### src/rtl/seg7_pkg.sv
// Seven-segment constants shared by the display driver and the capture side.
// Patterns are active-low, with bit0 = segment a and bit6 = segment g.
package seg7_pkg;

    localparam int SEG_A_IDX = 0;
    localparam int SEG_B_IDX = 1;
    localparam int SEG_C_IDX = 2;
    localparam int SEG_D_IDX = 3;
    localparam int SEG_E_IDX = 4;
    localparam int SEG_F_IDX = 5;
    localparam int SEG_G_IDX = 6;

    localparam logic [6:0] SEG_0     = 7'b1000000;
    localparam logic [6:0] SEG_1     = 7'b1111001;
    localparam logic [6:0] SEG_2     = 7'b0100100;
    localparam logic [6:0] SEG_3     = 7'b0110000;
    localparam logic [6:0] SEG_4     = 7'b0011001;
    localparam logic [6:0] SEG_5     = 7'b0010010;
    localparam logic [6:0] SEG_6     = 7'b0000010;
    localparam logic [6:0] SEG_7     = 7'b1111000;
    localparam logic [6:0] SEG_8     = 7'b0000000;
    localparam logic [6:0] SEG_9     = 7'b0010000;
    localparam logic [6:0] SEG_HEX_A = 7'b0001000;
    localparam logic [6:0] SEG_HEX_B = 7'b0000011;
    localparam logic [6:0] SEG_HEX_C = 7'b1000110;
    localparam logic [6:0] SEG_HEX_D = 7'b0100001;
    localparam logic [6:0] SEG_HEX_E = 7'b0000110;
    localparam logic [6:0] SEG_HEX_F = 7'b0001110;
    localparam logic [6:0] SEG_BLANK = 7'b1111111;

    // Driver-side encoder; the decoder below is its exact inverse.
    function automatic logic [6:0] seg7_encode(input logic [3:0] nibble);
        case (nibble)
            4'h0:    return SEG_0;
            4'h1:    return SEG_1;
            4'h2:    return SEG_2;
            4'h3:    return SEG_3;
            4'h4:    return SEG_4;
            4'h5:    return SEG_5;
            4'h6:    return SEG_6;
            4'h7:    return SEG_7;
            4'h8:    return SEG_8;
            4'h9:    return SEG_9;
            4'hA:    return SEG_HEX_A;
            4'hB:    return SEG_HEX_B;
            4'hC:    return SEG_HEX_C;
            4'hD:    return SEG_HEX_D;
            4'hE:    return SEG_HEX_E;
            default: return SEG_HEX_F;
        endcase
    endfunction

endpackage

### src/rtl/seg7_decode.sv
// Combinational seven-segment pattern to hex nibble decoder.
// Any pattern outside the 16-entry table (blank included) reports o_valid = 0.
module seg7_decode
    import seg7_pkg::*;
(
    input  logic [6:0] i_seg,
    output logic [3:0] o_nibble,
    output logic       o_valid
);

    always_comb begin
        // NOTE: default every output first so no path through the case infers a latch.
        o_nibble = 4'h0;
        o_valid  = 1'b1;
        case (i_seg)
            SEG_0:     o_nibble = 4'h0;
            SEG_1:     o_nibble = 4'h1;
            SEG_2:     o_nibble = 4'h2;
            SEG_3:     o_nibble = 4'h3;
            SEG_4:     o_nibble = 4'h4;
            SEG_5:     o_nibble = 4'h5;
            SEG_6:     o_nibble = 4'h6;
            SEG_7:     o_nibble = 4'h7;
            SEG_8:     o_nibble = 4'h8;
            SEG_9:     o_nibble = 4'h9;
            SEG_HEX_A: o_nibble = 4'hA;
            SEG_HEX_B: o_nibble = 4'hB;
            SEG_HEX_C: o_nibble = 4'hC;
            SEG_HEX_D: o_nibble = 4'hD;
            SEG_HEX_E: o_nibble = 4'hE;
            SEG_HEX_F: o_nibble = 4'hF;
            default:   o_valid  = 1'b0;
        endcase
    end

endmodule

### src/rtl/seg_mux_capture.sv
// Recovers the four hex digits from a multiplexed seven-segment display bus,
// capturing each digit once per stable dwell and pulsing frame_valid per full frame.
module seg_mux_capture #(
    parameter int STABLE_CYCLES = 4,
    parameter int CNT_W         = 8
) (
    input  logic       clk_in,
    input  logic       rst,
    input  logic       AN0,
    input  logic       AN1,
    input  logic       AN2,
    input  logic       AN3,
    input  logic [6:0] LEDin,
    output logic [3:0] SN0,
    output logic [3:0] SN1,
    output logic [3:0] SN2,
    output logic [3:0] SN3,
    output logic [3:0] digit_err,
    output logic       frame_valid
);

    localparam logic [CNT_W-1:0] CNT_TGT = CNT_W'(STABLE_CYCLES - 1);

    logic [3:0]       r_an;
    logic [6:0]       r_seg;
    logic [3:0]       r_an_d;
    logic [6:0]       r_seg_d;
    logic [CNT_W-1:0] r_cnt;
    logic             r_captured;
    logic [3:0]       r_seen;
    logic [3:0]       r_sn [4];
    logic [3:0]       r_err;
    logic             r_frame;

    logic       w_an_legal;
    logic [1:0] w_sel;
    logic       w_changed;
    logic       w_capture;
    logic [3:0] w_seen_next;
    logic [3:0] w_nibble;
    logic       w_valid;

    seg7_decode u_decode (
        .i_seg    (r_seg),
        .o_nibble (w_nibble),
        .o_valid  (w_valid)
    );

    // Exactly one strobe low selects a digit; anything else is treated as idle.
    always_comb begin
        w_an_legal = 1'b1;
        w_sel      = 2'd0;
        case (r_an)
            4'b1110: w_sel = 2'd0;
            4'b1101: w_sel = 2'd1;
            4'b1011: w_sel = 2'd2;
            4'b0111: w_sel = 2'd3;
            default: w_an_legal = 1'b0;
        endcase
    end

    assign w_changed   = (r_an != r_an_d) || (r_seg != r_seg_d);
    assign w_capture   = w_an_legal && !w_changed && (r_cnt == CNT_TGT) && !r_captured;
    assign w_seen_next = r_seen | (4'b0001 << w_sel);

    // NOTE: all state below uses non-blocking assignments so every register samples
    // pre-edge values; the small digit array is reset like any other flop.
    always_ff @(posedge clk_in or posedge rst) begin
        if (rst) begin
            r_an       <= '0;
            r_seg      <= '0;
            r_an_d     <= '0;
            r_seg_d    <= '0;
            r_cnt      <= '0;
            r_captured <= 1'b0;
            r_seen     <= '0;
            r_err      <= '0;
            r_frame    <= 1'b0;
            for (int k = 0; k < 4; k++) r_sn[k] <= '0;
        end else begin
            r_an    <= {AN3, AN2, AN1, AN0};
            r_seg   <= LEDin;
            r_an_d  <= r_an;
            r_seg_d <= r_seg;
            r_frame <= 1'b0;

            if (!w_an_legal || w_changed) begin
                r_cnt      <= '0;
                r_captured <= 1'b0;
            end else begin
                if (r_cnt != CNT_TGT) r_cnt <= r_cnt + 1'b1;
                if (w_capture) begin
                    r_captured <= 1'b1;
                    r_err[w_sel] <= !w_valid;
                    if (w_valid) r_sn[w_sel] <= w_nibble;
                    if (w_seen_next == 4'b1111) begin
                        r_frame <= 1'b1;
                        r_seen  <= '0;
                    end else begin
                        r_seen  <= w_seen_next;
                    end
                end
            end
        end
    end

    assign SN0         = r_sn[0];
    assign SN1         = r_sn[1];
    assign SN2         = r_sn[2];
    assign SN3         = r_sn[3];
    assign digit_err   = r_err;
    assign frame_valid = r_frame;

endmodule

### config.mk
export PLATFORM = sky130hd
export DESIGN_NAME = seg_mux_capture
export DESIGN_NICKNAME = d
export VERILOG_FILES = /design/src/rtl/seg7_pkg.sv /design/src/rtl/seg7_decode.sv /design/src/rtl/seg_mux_capture.sv
export SDC_FILE = /design/constraint.sdc
export NUM_CORES = 1
export LEC_CHECK = 0
export CAP_MARGIN = 20
export CORE_MARGIN = 5
export CORE_UTILIZATION = 45
export DETAILED_ROUTE_END_ITERATION = 10
export PLACE_DENSITY = 0.68
export SLEW_MARGIN = 0
export SYNTH_ARGS = -nofsm -noshare
export SYNTH_HDL_FRONTEND = slang
export SYNTH_SLANG_ARGS = --single-unit
### constraint.sdc
create_clock -name clk_in -period 1.96 [get_ports clk_in]
set_input_delay 0.588 -clock clk_in [delete_from_list [all_inputs] [get_ports clk_in]]
set_output_delay 0.588 -clock clk_in [all_outputs]
set_load 0.02 [all_outputs]
==> run summary, run 1 <==
DRC viols: 0
Status: finished, violations left
Crit-path cells: buf_6 > and4_1 > o211ai_1 > nand4_4 > o211ai_4 > mux2_4
Setup TNS: -2.31 ns
Wirelength, routed: 5.75 mm
Final setup violation count: 21
Initial antenna violation count: 0
Clock Skews: 0.00787 ns
Crit Path Max Fanout: 5
Tcrit/Tclk final: 107%
Post-layout util: 67.6%
Hold WC Path Type: register to register
Tmin final: 2.10 ns
Hold path depth: 0
Max_cap viols: 0
Port Buffers: 33
Routed WL per cell: 15.6 µm
Root Buffer: clkbuf_8
Hpwl dp: 3.75 mm
Critical path arrival: 2.29 ns
# IOs: 34
Largest net degree at the start of global routing: 24
Worst-path clk slew: 0.09 ns
Final Hold Slack: 0.464 ns
Routed vias/inst: 5.32
Dominant synthesized flop cell: dfrtp_1
Die area: 7350 µm²
Pwr Density: 582 nW/µm²
Fillers: 423
Pre-antenna DRT Iters: 4
Post-synth EDFFs: 0
Final ANT Viol Nets: 0
TritonCTS clock tree: built
Biggest regs: r_cnt x8, r_seg x7, r_seg_d x7
Seq/Total Area, Yosys: 54.3%
Layout area overhead: 45.1%
Crit start category: register
Syn avg cell area: 12.1 µm²
Worst path max stage delay: 0.46 ns
Bufs and invs on worst path: 1
Clock Sinks: 56
Mapped Nets: 227
Clock latency on the worst-skew pair: 0.31 ns
Synth async-reset ratio: 100%
DR iter-0 viols: 93
Leakage: 1.69 nW
Count of antenna diodes in the layout: 0
DIE WIDTH: 85.7 µm
Worst rel slew slack: 71.9%
Pre-CTS setup slack: -0.205 ns
Worst path required time: 2.15 ns
RSZ-0062 raised after global routing: yes
Initial cell density of the core: 46.6%
Share of layout cells above drive strength 1: 38.4%
Seq cells post-synth: 56
Clock buffer depth: 2
TritonCTS Buffers: 5
Max reg flops: 8
Post-Syn Area: 2580 µm²
Vias in the first global route: 1987
Worst-Margin Slew: 0.420 ns
Slew Limit Fails: 0
Register area: 1410 µm²
Row cnt: 27
Die height: 85.7 µm
YS warnings: 0
Nets: 310
Maximum clock frequency: 477 MHz
Syn Inst Count: 213
Distinct cells, synth: 51
Reg with most FFs: r_cnt
Top delay family on crit path: compound AO/OA/AOI/OAI gates
Number of H-tree levels: 2
Worst R2R Setup Slack: -0.14 ns
Gp weighted congestion: 0.778
Worst-case reg-to-reg path depth: 6
CP Class: register to register
Area of the multi-input gates: 1300 µm²
Max IR drop VDD: 423 µV
Gr usage total: 16.7%
Core area: 5540 µm²
GR Overflow Total: 0
Final hold vios: 0
Failing checks: setup timing
Final WS setup: -0.135 ns
DR vias: 1962
First-pass GRT wire length: 9.79 mm
Slowest CP cell: dfrtp_2
CP endpoint kind: register
WP depth: 6
==> cell usage after synthesis (2+ instances only) <==
master,n,share of area [%]
dfrtp_1,56,54
xor2_1,19,6.4
mux2_1,16,7.0
nor2_1,13,1.9
nor3_1,10,1.9
buf_2,7,1.4
nand3_1,7,1.4
inv_1,6,0.87
nand2_1,6,0.87
nor4_1,5,1.2
a21oi_1,4,0.78
mux2_2,4,1.7
nand4b_1,4,1.4
o211ai_2,4,1.9
o21a_1,4,1.2
nor4bb_1,3,1.2
o211ai_1,3,0.87
a211oi_1,2,0.58
and2_1,2,0.48
and3_1,2,0.48
and4_1,2,0.68
buf_6,2,0.87
nor2b_1,2,0.48
o21ai_0,2,0.39
xnor2_1,2,0.68
==> layer usage <==
metal	part of all wire [%]	GRT usage (%)	vias up
li1	-	-	936
met1	44	21.4	972
met2	50	28.6	44
met3	4.4	3.75	10
met4	1.2	4.17	0
met5	0	0	-
==> cell usage in the layout (no fill, tap or decap), types with 5 or more instances in the layout <==
cell             instances
dfrtp_1                 51
buf_4                   45
clkdlybuf4s50_1         33
xor2_1                  19
mux2_4                  14
nor2_1                  13
nand3_1                  6
nand2_1                  5
nor3_2                   5
inv_1                    5
clkbuf_8                 5
buf_12                   5
dfrtp_2                  5
==> worst paths after layout <==
check                                  end      from
worst max-delay path                SN2[3]  r_seg[0]
worst min-delay path            r_seg_d[3]  r_seg[3]
worst max register to register      SN2[3]  r_seg[0]
worst min register to register  r_seg_d[3]  r_seg[3]
max in group asynchronous         r_seg[0]       rst
min in group asynchronous           SN2[2]       rst
==> logic make-up after synthesis <==
group / Yosys count / synth area share [%]
muxes: 21 / 9.11
and+or+nand+nor: 67 / 16.1
AOI/OAI and AO/OA: 30 / 9.31
DFF: 56 / 54.3
adders and majority gates: 1 / 0.485
buffers and inverters: 17 / 3.54
xor gates and xnor gates: 21 / 7.13
==> power breakdown <==
part / internal, mW / switching [mW] / total (mW) / leakage (nW)
clock network: 0.379 / 0.351 / 0.730 / 0.0552
registers: 1.18 / 0.0271 / 1.21 / 0.727
logic: 0.125 / 0.119 / 0.245 / 0.911
==> what timing repair did <==
item	4_1_cts	5_1_grt
resized for setup	33	20
endpoints found under the setup margin	25	25
hold buffers	0	0
pin swaps	8	9
setup buffers	12	4
==> metrics by stage <==
stage | cell area [µm²] | total power [mW] | instances
global route | 3740 | 2.28 | 369
finish | 3740 | 2.18 | 369
floorplan | 2580 | 1.33 | 213
CTS | 3630 | 2.18 | 365
global placement | 3260 | 1.42 | 345
detailed placement | 3260 | 1.42 | 345
==> cell type report <==
class	count	area share, %
Multi-Input combinational cell	140	34.8
Clock inverter	2	0.936
Inverter	6	0.601
Timing Repair Buffer	87	21.7
Tap cell	72	2.41
Clock buffer	6	1.94
Sequential cell	56	37.6
Note: power is estimated with default switching activity, not from simulation.
==> inputs of run 2 (changes only) <==
HOLD_SLACK_MARGIN = 0.12   (was not set)
==> results of run 2 <==
Final layout, timing and power as in run 1 (identical DEF).
==> inputs of run 3 (changes only) <==
GPL_TIMING_DRIVEN = 0   (was not set)
==> run summary, run 3 (synthesized netlist as in run 1, its figures left out) <==
Status: finished, violations left
Failing checks: setup timing
Number of H-tree levels: 2 (unchanged)
Vias in the first global route: 1999 (+0.60%)
Tcrit/Tclk final: 107% (-0.22 points)
Crit start category: register
Leakage: 1.64 nW (-2.9%)
Final WS setup: -0.131 ns (+0.00438 ns)
Reg2reg end: digit_err[1]
Reg with most FFs: r_cnt
Hold Path Sink: r_an_d[1]
Clock buffer depth: 2 (unchanged)
Worst-case reg-to-reg path depth: 7 (+1)
Routed WL per cell: 15.8 µm (+1.3%)
Gp weighted congestion: 0.820 (+5.3%)
TritonCTS Buffers: 5 (unchanged)
Layout area overhead: 43.5%
Initial antenna violation count: 0 (unchanged)
Row cnt: 27 (unchanged)
Max IR drop VDD: 418 µV (-1.1%)
CTS Hold Bufs: 0 (unchanged)
Die height: 85.7 µm (unchanged)
Root Buffer: clkbuf_8
Wirelength, routed: 5.61 mm (-2.6%)
Pre-antenna DRT Iters: 4 (unchanged)
Worst-Margin Slew: 0.586 ns (+0.166 ns)
Largest net degree at the start of global routing: 31 (+29%)
Nets: 296 (-4.5%)
Tmin final: 2.09 ns (-0.00438 ns)
Initial cell density of the core: 46.6% (unchanged)
Biggest regs: r_cnt x8, r_seg x7, r_seg_d x7
Clock Sinks: 56 (unchanged)
Max reg flops: 8 (unchanged)
Maximum clock frequency: 478 MHz (+0.21%)
Final hold vios: 0 (unchanged)
Pwr Density: 563 nW/µm² (-3.3%)
Critical path arrival: 2.29 ns (about the same)
First-pass GRT wire length: 9.55 mm (-2.5%)
Worst rel slew slack: 60.7% (-11 points)
Slew Limit Fails: 0 (unchanged)
Commonest non-fill, non-tap cell in the layout: dfrtp_1
DIE WIDTH: 85.7 µm (unchanged)
RSZ-0062 raised after global routing: yes
Max_cap viols: 0 (unchanged)
Worst hold start: r_an[1]
Non-filler cells, final: 355 (-3.8%)
Worst-path clk slew: 0.09 ns (about the same)
Power, Total: 2.09 mW (-4.4%)
Count of antenna diodes in the layout: 0 (unchanged)
Port Buffers: 33 (unchanged)
Worst path required time: 2.16 ns (about the same)
Die area: 7350 µm² (unchanged)
# IOs: 34 (unchanged)
Dpl cells: 319 (-7.5%)
Final ANT Viol Nets: 0 (unchanged)
Core area: 5540 µm² (unchanged)
CP endpoint kind: register
CP Class: register to register
Share of layout cells above drive strength 1: 36.4% (-2.0 points)
Fillers: 406 (-4.0%)
DR iter-0 viols: 100 (+7.5%)
Hold WC Path Type: register to register
DR vias: 1910 (-2.7%)
Commonest cells after routing, fill and taps aside: dfrtp_1 (53), clkdlybuf4s50_1 (33), buf_4 (25)
Hpwl dp: 3.29 mm (-12%)
GR Overflow Total: 0 (unchanged)
Crit Path Max Fanout: 5 (unchanged)
Reg2Reg Launch Point: r_an[3]
Final setup violation count: 24 (+14%)
Clock latency on the worst-skew pair: 0.31 ns (about the same)
Gr usage total: 16.3% (-0.36 points)
TritonCTS clock tree: built
Clock Skews: 0.00918 ns (+0.00131 ns)
Worst R2R Setup Slack: -0.13 ns (about the same)
Routed vias/inst: 5.38 (+1.2%)
Hold path depth: 0 (unchanged)
DRC viols: 0 (unchanged)
## run 3: cell count changes in the layout (fill, tap and decap cells not counted), sizes merged
cell	delta
buf	-16
clkbuf	+4
bufinv	-1
clkinv	-1
## run 3: worst max-delay path by stage
stage / cells past startpoint / slack (ns) / to / start
2_1_floorplan: 1 / 0.0007 / SN0[0] / rst
3_3_place_gp: 2 / -1.00 / r_an[1] / rst
3_5_place_dp: 6 / -0.23 / SN2[2] / r_seg[2]
4_1_cts: 7 / -0.10 / digit_err[1] / r_an[2]
5_1_grt: 7 / -0.21 / digit_err[1] / r_seg[6]
6_report: 7 / -0.13 / digit_err[1] / r_an[3]
## run 3: per-stage QoR
stage / worst slack (ns) / hold slack, ns / util [%] / instance area (µm²) / TNS (ns)
after global routing: -0.211 / 0.412 / 66.8 / 3700 / -3.33
final: -0.131 / 0.399 / 66.8 / 3700 / -1.52
after CTS: -0.101 / 0.400 / 64.8 / 3590 / -1.33
after global placement: -1.00 / 0.355 / 54.2 / 3000 / -61.03
after floorplan: 0.000716 / 0.349 / - / 2580 / 0
after detailed placement: -0.232 / 0.363 / 54.5 / 3020 / -4.62
## run 3: what timing repair did
action / CTS / global route
gates resized for setup: 70 / 13
pin swaps: 14 / 14
setup endpoints to repair: 25 / 24
setup buffers: 20 / 8
## run 3: area by class of cell
cell class	count	area (µm²)	share of cell area [%]
Timing Repair Buffer	62	581	15.7
Sequential cell	56	1410	37.9
Inverter	6	22.5	0.608
Tap cell	72	90.1	2.43
Clock buffer	8	90.1	2.43
Multi-Input combinational cell	140	1390	37.6
Buffer	11	123	3.31
## run 3: layer usage
metal / GRT usage [%] / share of wire, %
met5: 0 / 0
met4: 5.61 / 1.6
met3: 4.42 / 4.4
met2: 26.8 / 51
met1: 20.8 / 43
## run 3: power by group
part | internal (mW) | switching, mW
logic | 0.119 | 0.126
registers | 1.18 | 0.0187
clock network | 0.289 | 0.354
## run 3: worst max-delay path, cell delays in order (launching register included)
cell and delay [ns]:
dfrtp_1 0.40, buf_6 0.14, xor2_2 0.15, nor4_1 0.28
nand4_1 0.26, buf_4 0.24, nor3_4 0.20, mux2_4 0.31
